$ cat config.mk
export PLATFORM = sky130hd
export DESIGN_NAME = ifft_8p_seq
export DESIGN_NICKNAME = d
export VERILOG_FILES = /design/src/rtl/ifft_8p_seq.sv
export SDC_FILE = /design/constraint.sdc
export NUM_CORES = 2
export LEC_CHECK = 0
export ABC_AREA = 1
export CAP_MARGIN = 40
export CORE_MARGIN = 2
export CORE_UTILIZATION = 46
export CTS_BUF_LIST = sky130_fd_sc_hd__clkbuf_8
export CTS_CLUSTER_SIZE = 30
export DETAILED_ROUTE_END_ITERATION = 12
export SLEW_MARGIN = 20
export SYNTH_ARGS = -nofsm -noshare
export SYNTH_HDL_FRONTEND = slang
export SYNTH_SLANG_ARGS = --single-unit
$ cat constraint.sdc
create_clock -name clk -period 15.2 [get_ports clk]
set_input_delay 1.52 -clock clk [delete_from_list [all_inputs] [get_ports clk]]
set_output_delay 1.52 -clock clk [all_outputs]
set_load 0.01 [all_outputs]
$ cat src/rtl/ifft_8p_seq.sv
`default_nettype none
// ============================================================================
// ifft_8p_seq : sequential 8-point radix-2 inverse FFT, one shared butterfly,
//               1/8 output scaling, ready/valid streaming in and out.
// Revision    : 1.0
// ============================================================================
module ifft_8p_seq #(
    parameter int DATA_WIDTH = 16,
    parameter int FRAC_BITS  = 8,
    parameter int N          = 8
) (
    input  logic                         clk,
    input  logic                         rst,
    input  logic                         in_valid_i,
    output logic                         in_ready_o,
    input  logic signed [DATA_WIDTH-1:0] in_real_i,
    input  logic signed [DATA_WIDTH-1:0] in_imag_i,
    output logic                         out_valid_o,
    input  logic                         out_ready_i,
    output logic signed [DATA_WIDTH-1:0] out_real_o,
    output logic signed [DATA_WIDTH-1:0] out_imag_o,
    output logic                         out_last_o
);
    localparam int c_mw     = 2 * DATA_WIDTH;
    localparam int c_tw_one = 1 << FRAC_BITS;
    localparam int c_tw_r2  = (46341 * c_tw_one + 32768) >> 16;

    generate
        if (N != 8) begin : g_bad_n
            $error("ifft_8p_seq supports N = 8 only");
        end
    endgenerate

    typedef enum logic [1:0] {
        S_LOAD    = 2'd0,
        S_COMPUTE = 2'd1,
        S_UNLOAD  = 2'd2
    } state_t;

    state_t                  state_q;
    logic [2:0]              k_q;
    logic [2:0]              n_q;
    logic [1:0]              s_q;
    logic [1:0]              b_q;
    logic                    in_ready_q;
    logic                    out_valid_q;
    logic                    out_last_q;
    logic signed [DATA_WIDTH-1:0] out_re_q;
    logic signed [DATA_WIDTH-1:0] out_im_q;
    logic signed [DATA_WIDTH-1:0] mem_re_q [8];
    logic signed [DATA_WIDTH-1:0] mem_im_q [8];

    logic                    w_in_fire;
    logic                    w_out_fire;
    logic [2:0]              w_load_addr;
    logic [2:0]              w_n_next;
    logic [2:0]              w_top;
    logic [2:0]              w_bot;
    logic [1:0]              w_tw_idx;
    logic signed [DATA_WIDTH-1:0] w_tw_re;
    logic signed [DATA_WIDTH-1:0] w_tw_im;

    assign w_in_fire   = in_valid_i & in_ready_q;
    assign w_out_fire  = out_valid_q & out_ready_i;
    assign w_load_addr = {k_q[0], k_q[1], k_q[2]};
    assign w_n_next    = n_q + 3'd1;

    // Butterfly addressing: span 1, 2, 4 for stages 0, 1, 2.
    always_comb begin
        w_top    = 3'd0;
        w_bot    = 3'd0;
        w_tw_idx = 2'd0;
        case (s_q)
            2'd0: begin
                w_top    = {b_q, 1'b0};
                w_bot    = {b_q, 1'b1};
                w_tw_idx = 2'd0;
            end
            2'd1: begin
                w_top    = {b_q[1], 1'b0, b_q[0]};
                w_bot    = {b_q[1], 1'b1, b_q[0]};
                w_tw_idx = {b_q[0], 1'b0};
            end
            default: begin
                w_top    = {1'b0, b_q};
                w_bot    = {1'b1, b_q};
                w_tw_idx = b_q;
            end
        endcase
    end

    always_comb begin
        w_tw_re = '0;
        w_tw_im = '0;
        case (w_tw_idx)
            2'd0: begin
                w_tw_re = DATA_WIDTH'(c_tw_one);
                w_tw_im = '0;
            end
            2'd1: begin
                w_tw_re = DATA_WIDTH'(c_tw_r2);
                w_tw_im = DATA_WIDTH'(c_tw_r2);
            end
            2'd2: begin
                w_tw_re = '0;
                w_tw_im = DATA_WIDTH'(c_tw_one);
            end
            default: begin
                w_tw_re = DATA_WIDTH'(-c_tw_r2);
                w_tw_im = DATA_WIDTH'(c_tw_r2);
            end
        endcase
    end

    logic signed [DATA_WIDTH-1:0] w_a_re, w_a_im, w_b_re, w_b_im;
    logic signed [c_mw-1:0]       w_m_rr, w_m_ii, w_m_ri, w_m_ir;
    logic signed [c_mw:0]         w_p_re_full, w_p_im_full;
    logic signed [DATA_WIDTH:0]   w_p_re, w_p_im;
    logic signed [DATA_WIDTH:0]   w_s0_re, w_s0_im, w_s1_re, w_s1_im;
    logic signed [DATA_WIDTH-1:0] w_y0_re, w_y0_im, w_y1_re, w_y1_im;
    logic                         w_unused;

    assign w_a_re = mem_re_q[w_top];
    assign w_a_im = mem_im_q[w_top];
    assign w_b_re = mem_re_q[w_bot];
    assign w_b_im = mem_im_q[w_bot];

    assign w_m_rr = c_mw'(w_b_re) * c_mw'(w_tw_re);
    assign w_m_ii = c_mw'(w_b_im) * c_mw'(w_tw_im);
    assign w_m_ri = c_mw'(w_b_re) * c_mw'(w_tw_im);
    assign w_m_ir = c_mw'(w_b_im) * c_mw'(w_tw_re);

    assign w_p_re_full = (c_mw+1)'(w_m_rr) - (c_mw+1)'(w_m_ii);
    assign w_p_im_full = (c_mw+1)'(w_m_ri) + (c_mw+1)'(w_m_ir);

    // Dropping the low FRAC_BITS is the floor of the arithmetic shift.
    assign w_p_re = w_p_re_full[DATA_WIDTH+FRAC_BITS:FRAC_BITS];
    assign w_p_im = w_p_im_full[DATA_WIDTH+FRAC_BITS:FRAC_BITS];

    assign w_s0_re = (DATA_WIDTH+1)'(w_a_re) + w_p_re;
    assign w_s0_im = (DATA_WIDTH+1)'(w_a_im) + w_p_im;
    assign w_s1_re = (DATA_WIDTH+1)'(w_a_re) - w_p_re;
    assign w_s1_im = (DATA_WIDTH+1)'(w_a_im) - w_p_im;

    assign w_y0_re = w_s0_re[DATA_WIDTH:1];
    assign w_y0_im = w_s0_im[DATA_WIDTH:1];
    assign w_y1_re = w_s1_re[DATA_WIDTH:1];
    assign w_y1_im = w_s1_im[DATA_WIDTH:1];

    assign w_unused = ^{w_p_re_full, w_p_im_full, w_s0_re, w_s0_im, w_s1_re, w_s1_im};

    always_ff @(posedge clk) begin
        if (state_q == S_LOAD && w_in_fire) begin
            mem_re_q[w_load_addr] <= in_real_i;
            mem_im_q[w_load_addr] <= in_imag_i;
        end else if (state_q == S_COMPUTE) begin
            mem_re_q[w_top] <= w_y0_re;
            mem_im_q[w_top] <= w_y0_im;
            mem_re_q[w_bot] <= w_y1_re;
            mem_im_q[w_bot] <= w_y1_im;
        end
    end

    always_ff @(posedge clk) begin
        if (rst) begin
            state_q     <= S_LOAD;
            in_ready_q  <= 1'b1;
            out_valid_q <= 1'b0;
            out_last_q  <= 1'b0;
            out_re_q    <= '0;
            out_im_q    <= '0;
            k_q         <= 3'd0;
            n_q         <= 3'd0;
            s_q         <= 2'd0;
            b_q         <= 2'd0;
        end else begin
            case (state_q)
                S_LOAD: begin
                    if (w_in_fire) begin
                        k_q <= k_q + 3'd1;
                        if (k_q == 3'd7) begin
                            state_q    <= S_COMPUTE;
                            in_ready_q <= 1'b0;
                            s_q        <= 2'd0;
                            b_q        <= 2'd0;
                        end
                    end
                end
                S_COMPUTE: begin
                    b_q <= b_q + 2'd1;
                    if (b_q == 2'd3) begin
                        if (s_q == 2'd2) begin
                            // Slot 0 was finalised earlier in stage 2, safe to present now.
                            state_q     <= S_UNLOAD;
                            s_q         <= 2'd0;
                            n_q         <= 3'd0;
                            out_valid_q <= 1'b1;
                            out_last_q  <= 1'b0;
                            out_re_q    <= mem_re_q[0];
                            out_im_q    <= mem_im_q[0];
                        end else begin
                            s_q <= s_q + 2'd1;
                        end
                    end
                end
                S_UNLOAD: begin
                    if (w_out_fire) begin
                        if (n_q == 3'd7) begin
                            state_q     <= S_LOAD;
                            out_valid_q <= 1'b0;
                            out_last_q  <= 1'b0;
                            in_ready_q  <= 1'b1;
                            n_q         <= 3'd0;
                            k_q         <= 3'd0;
                        end else begin
                            n_q        <= w_n_next;
                            out_last_q <= (w_n_next == 3'd7);
                            out_re_q   <= mem_re_q[w_n_next];
                            out_im_q   <= mem_im_q[w_n_next];
                        end
                    end
                end
                default: begin
                    state_q <= S_LOAD;
                end
            endcase
        end
    end

    assign in_ready_o  = in_ready_q;
    assign out_valid_o = out_valid_q;
    assign out_last_o  = out_last_q;
    assign out_real_o  = out_re_q;
    assign out_imag_o  = out_im_q;

endmodule
`default_nettype wire

==> Word level (Yosys, flattened, before mapping) <==
Memory sizes are Yosys's and may differ from the RTL's.
Cells that the tools add are included.
{ "word_totals": {"reg_bits": 47, "ram_bits": 256, "inputBits": 36, "output_inout_bits": 35, "elab_cells": 125, "n_memories": 2} }
{ "classes": {"n_addsub": 10, "n_mul": 4, "n_eq_ne": 17, "n_mux": 63, "bitwise_logic": 2, "reduce_logical": 17} }
{ "memory_table": {"columns": ["memory", "words", "width", "rd", "rd_clocked_by_memory_dff", "write_ports", "line_no", "source"], "rows": [
  ["mem_im_q", 8, 16, 4, 0, 2, "51", "logic signed [DATA_WIDTH-1:0] mem_im_q [8];"],
  ["mem_re_q", 8, 16, 4, 0, 2, "50", "logic signed [DATA_WIDTH-1:0] mem_re_q [8];"]
]} }
{ "ops": {"columns": ["cell", "count"], "rows": [
  ["$mux 16", 10],
  ["$pmux 16 s2", 2],
  ["$mul 16x10->25", 2],
  ["$mul 16x16->25", 2],
  ["$pmux 16 s3", 1],
  ["$add 16x17->17", 2],
  ["$sub 16x17->17", 2],
  ["$reduce_or 16->1", 2],
  ["$mux 3", 9],
  ["$add 25x25->25", 1],
  ["$sub 25x25->25", 1],
  ["$pmux 3 s2", 4],
  ["$mux 2", 10],
  ["$mux 1", 19],
  ["$pmux 9 s2", 1],
  ["$reduce_and 5->1", 3],
  ["$pmux 2 s2", 3],
  ["$reduce_and 4->1", 3],
  ["$eq 3x3->1 const B", 3],
  ["$eq 2x2->1 const B", 4],
  ["$ne 2x2->1 const B", 4],
  ["$add 3x1->3 const B", 2],
  ["$eq 2x1->1 const B", 3],
  ["$logic_not 2->1", 3],
  ["other kinds (9)", 17]
]} }

==> Logic depth before layout (Yosys ltp) <==
{ "logic_depth": {"ltp_word": 8, "depth_mapped": 59, "depth_no_buf": 55} }

==> Least setup slack after synthesis <==
OpenSTA, ideal clock, no wires.
{ "synth_path": {"path_type": "reg2reg", "from": "register b_q[0]", "to": "memory mem_re_q[4][13], data pin", "setup_time_ps": 282, "arrival_time_ps": 9693, "required_ps": 14918, "slack_ps": 5225, "stages_incl_launch_ff": 47, "period_less_slack_ps": 9975, "path_cell_list": "dfxtp_1 buf_2 buf_1 clkbuf_1 nand3_1 nand2_1 ha_1 inv_2 clkbuf_1 buf_1 nor2_1 inv_1 fa_1 inv_1 fa_1 inv_1 fa_1 inv_1 [11 not listed] o221ai_1 a21oi_1 o21ai_1 or2_2 nand2_1 inv_1 ha_1 inv_1 o31ai_1 a21boi_0 o21ai_0 a21oi_1 o21bai_1 a21oi_1 xor2_1 nand2_1 o21ai_1 o21ai_0"} }
{ "synth_lines": {"columns": ["element", "line_no", "source"], "rows": [
  ["start: declaration", "44", "logic [1:0] b_q;"],
  ["start signal: assignment", "190", "b_q <= b_q + 2'd1;"],
  ["end: declaration", "50", null]
]} }

==> out/results.ini <==
[run_status]
status = completed

[clocking]
ctsResizeCount = 0
clock_latency_ps = 620
clockRootBuffer = clkbuf_8
h-tree-depth = 2
cts_tree = done
hold_buffers = 0
cts_buffers = 48
cts.clk_slew.worst_paths_ps = 70
cts.path.max_buffers = 3
post_cts_buffers = 0
numClockSinks = 303

[yosys]
syn-cell-area_mm2 = 0.04380
yosysWarningCount = 0
synth_nets = 6448
synthFlopType = edfxtp_1
post-synth-top-count-cell = inv_1
synth_compound_area_share_pct = 14.10
synth_top_family_by_area = adder cells
synthMuxAreaShare_pct = 0.02285
yosysSeqAreaShare_pct = 19.70
synth_area_leaders = fa_1, edfxtp_1, ha_1
synthDistinctLibCells = 66
synth_xor_area_share_pct = 2.277
syn_avg_cell_area_um2 = 7.973
synth_common_cells = inv_1, nand2_1, o21ai_0
yosys.area_share.simple_pct = 15.66
synth_top_cell_by_area = fa_1
async_flop_share_pct = 0
synth_top_area_share_pct = 25.64
synth-seq-cells = 303
synth_cells = 5494
synthAdderAreaFrac_pct = 35.84
synth_edf_count = 256

[routing]
dr.pass1.iters = 6
vias = 37420
ant_nets = 0
routedWlPerCell_um = 22.57
drt-total-wl_um = 152600
avgViaCountPerCell = 5.532
drc = 0
dr.first_iter.drc_count = 3769

[sta]
drv_slew = 0
finalCritPeriodShare_pct = 81.76
timing.final.ws_setup_ps = 2773
setup_tns_ps = 0
fmax_ghz = 0.08047
rsz0062_at_grt = no
clock_skew_ps = 32.39
holdWs_ps = 485.4
setup_violations = 0
fin_crit_ps = 12430
slew_headroom_pct = 20.77
tightest_slew_ps = 1188
hold_violations = 0

[floorplan]
die_w_um = 312.6
start_util_pct = 46.24
die_h_um = 312.6
pin_count = 71
die_area_mm2 = 0.09771
rows = 113
core_area_mm2 = 0.09473

[setup_path]
cpMostUsedCell = inv_1
crit_buf_inv = 9
criticalPathCategory = flop to flop
cp_slowest_cell = nor2_1
crit_family = adder cells
path_depth = 43
cp.arrival_ps = 12740
required_ps = 15510
crit_fanout = 25
r2r_cells = 43
critPathCaptureType = flop
start_kind = flop
worst_path_largest_cell_delay_ps = 760

[grt]
antenna_found_initial = 2
first_global_vias = 37270
grt_max_degree = 78
track_usage_pct = 31.38
grt_overflow_total = 0
grt_pass1_wl_um = 230000

[min_path]
hold_depth = 2
holdCritPathClass = flop to flop

[placement]
port_buffers = 70
dpl.hpwl_um = 115900
gp_congestion = 0.9724
pre_cts_slack_ps = 3103

[cells_and_area]
final_layout_size_suffix_gt1_share_pct = 5.420
final_nets = 6415
area_growth_pct = 7.198

[run]
max_cap_viol_count = 0

==> final cells by class <==
class / instances / area [um^2]
inverters: 1186 / 4453
flip-flops and latches: 303 / 8633
well taps: 1265 / 1583
fillers: 9321 / 47770
clock inverters: 34 / 251.5
multi-input cells: 3772 / 29940
diodes: 1 / 2.502
clock buffers: 53 / 729.5
repair buffers: 150 / 1369
==> registers in the layout, summed over array words and instances, names as in the netlist <==
signal       cells
in_ready_o       1
mem_re_q       128
out_real_o      16
k_q              3
mem_im_q       128
state_q          2
n_q              3
out_imag_o      16
out_last_o       1
s_q              2
b_q              2
out_valid_o      1
==> worst reg2reg max path, delay by kind of cell, from the launching register on <==
family	cells	cell delay, ps
buf+inv	9	1670
compound gates	14	3670
xor+xnor	2	430
simple gates	9	1950
flops	1	460
fa+ha+maj	9	3940
==> final timing paths <==
check,slack [ps],end,start
max reg2reg,2770,mem_re_q[5][13],b_q[0]
max,2770,mem_re_q[5][13],b_q[0]
min,490,out_valid_o,out_valid_o
min reg2reg,490,out_valid_o,out_valid_o
==> metrics by stage <==
stage	utilization, %	instances	instance area, um^2
floorplan	-	5494	43800
global placement	48.31	6657	45760
detailed placement	48.44	6670	45890
CTS	49.48	6757	46870
global route	49.57	6764	46960
finish	49.57	6764	46960
==> cells by family after synthesis <==
logic type | Yosys count
DFF | 303
buffers and inverters | 1419
muxes | 1
adders and majority gates | 918
xor gates and xnor gates | 113
AOI/OAI and AO/OA | 1121
and+or+nand+nor | 1619
==> layer usage <==
layer | wire (um) | vias up | global-route usage [%]
met5 | 0 | - | 0
met4 | 7356 | 0 | 13.69
met3 | 12380 | 392 | 3.908
met2 | 70430 | 1734 | 51.03
met1 | 62470 | 17940 | 42.26
li1 | - | 17350 | -
==> cells in the final DEF (no fill, tap or decap), types with 11 or more instances in the layout <==
master / n
o211ai_1: 34
a41oi_1: 32
nand3_2: 18
o21ai_1: 60
a21oi_1: 271
inv_1: 1173
nor2_1: 380
nand4_1: 13
ha_1: 356
o21ai_0: 592
o21ai_2: 11
buf_4: 71
xor2_1: 89
nor2_4: 11
or2_2: 22
clkdlybuf4s50_1: 70
o22ai_1: 19
o21bai_1: 20
dfxtp_1: 45
clkinv_1: 12
fa_1: 561
xnor2_1: 23
nand3_1: 257
inv_2: 21
clkbuf_8: 53
nand2_1: 843
edfxtp_1: 256
nand2_2: 22
nor3_1: 12
a31oi_1: 17
Power is left out: the tool's default activity adds up to more than one toggle a clock period on the data nets, which glitch-free logic cannot reach.
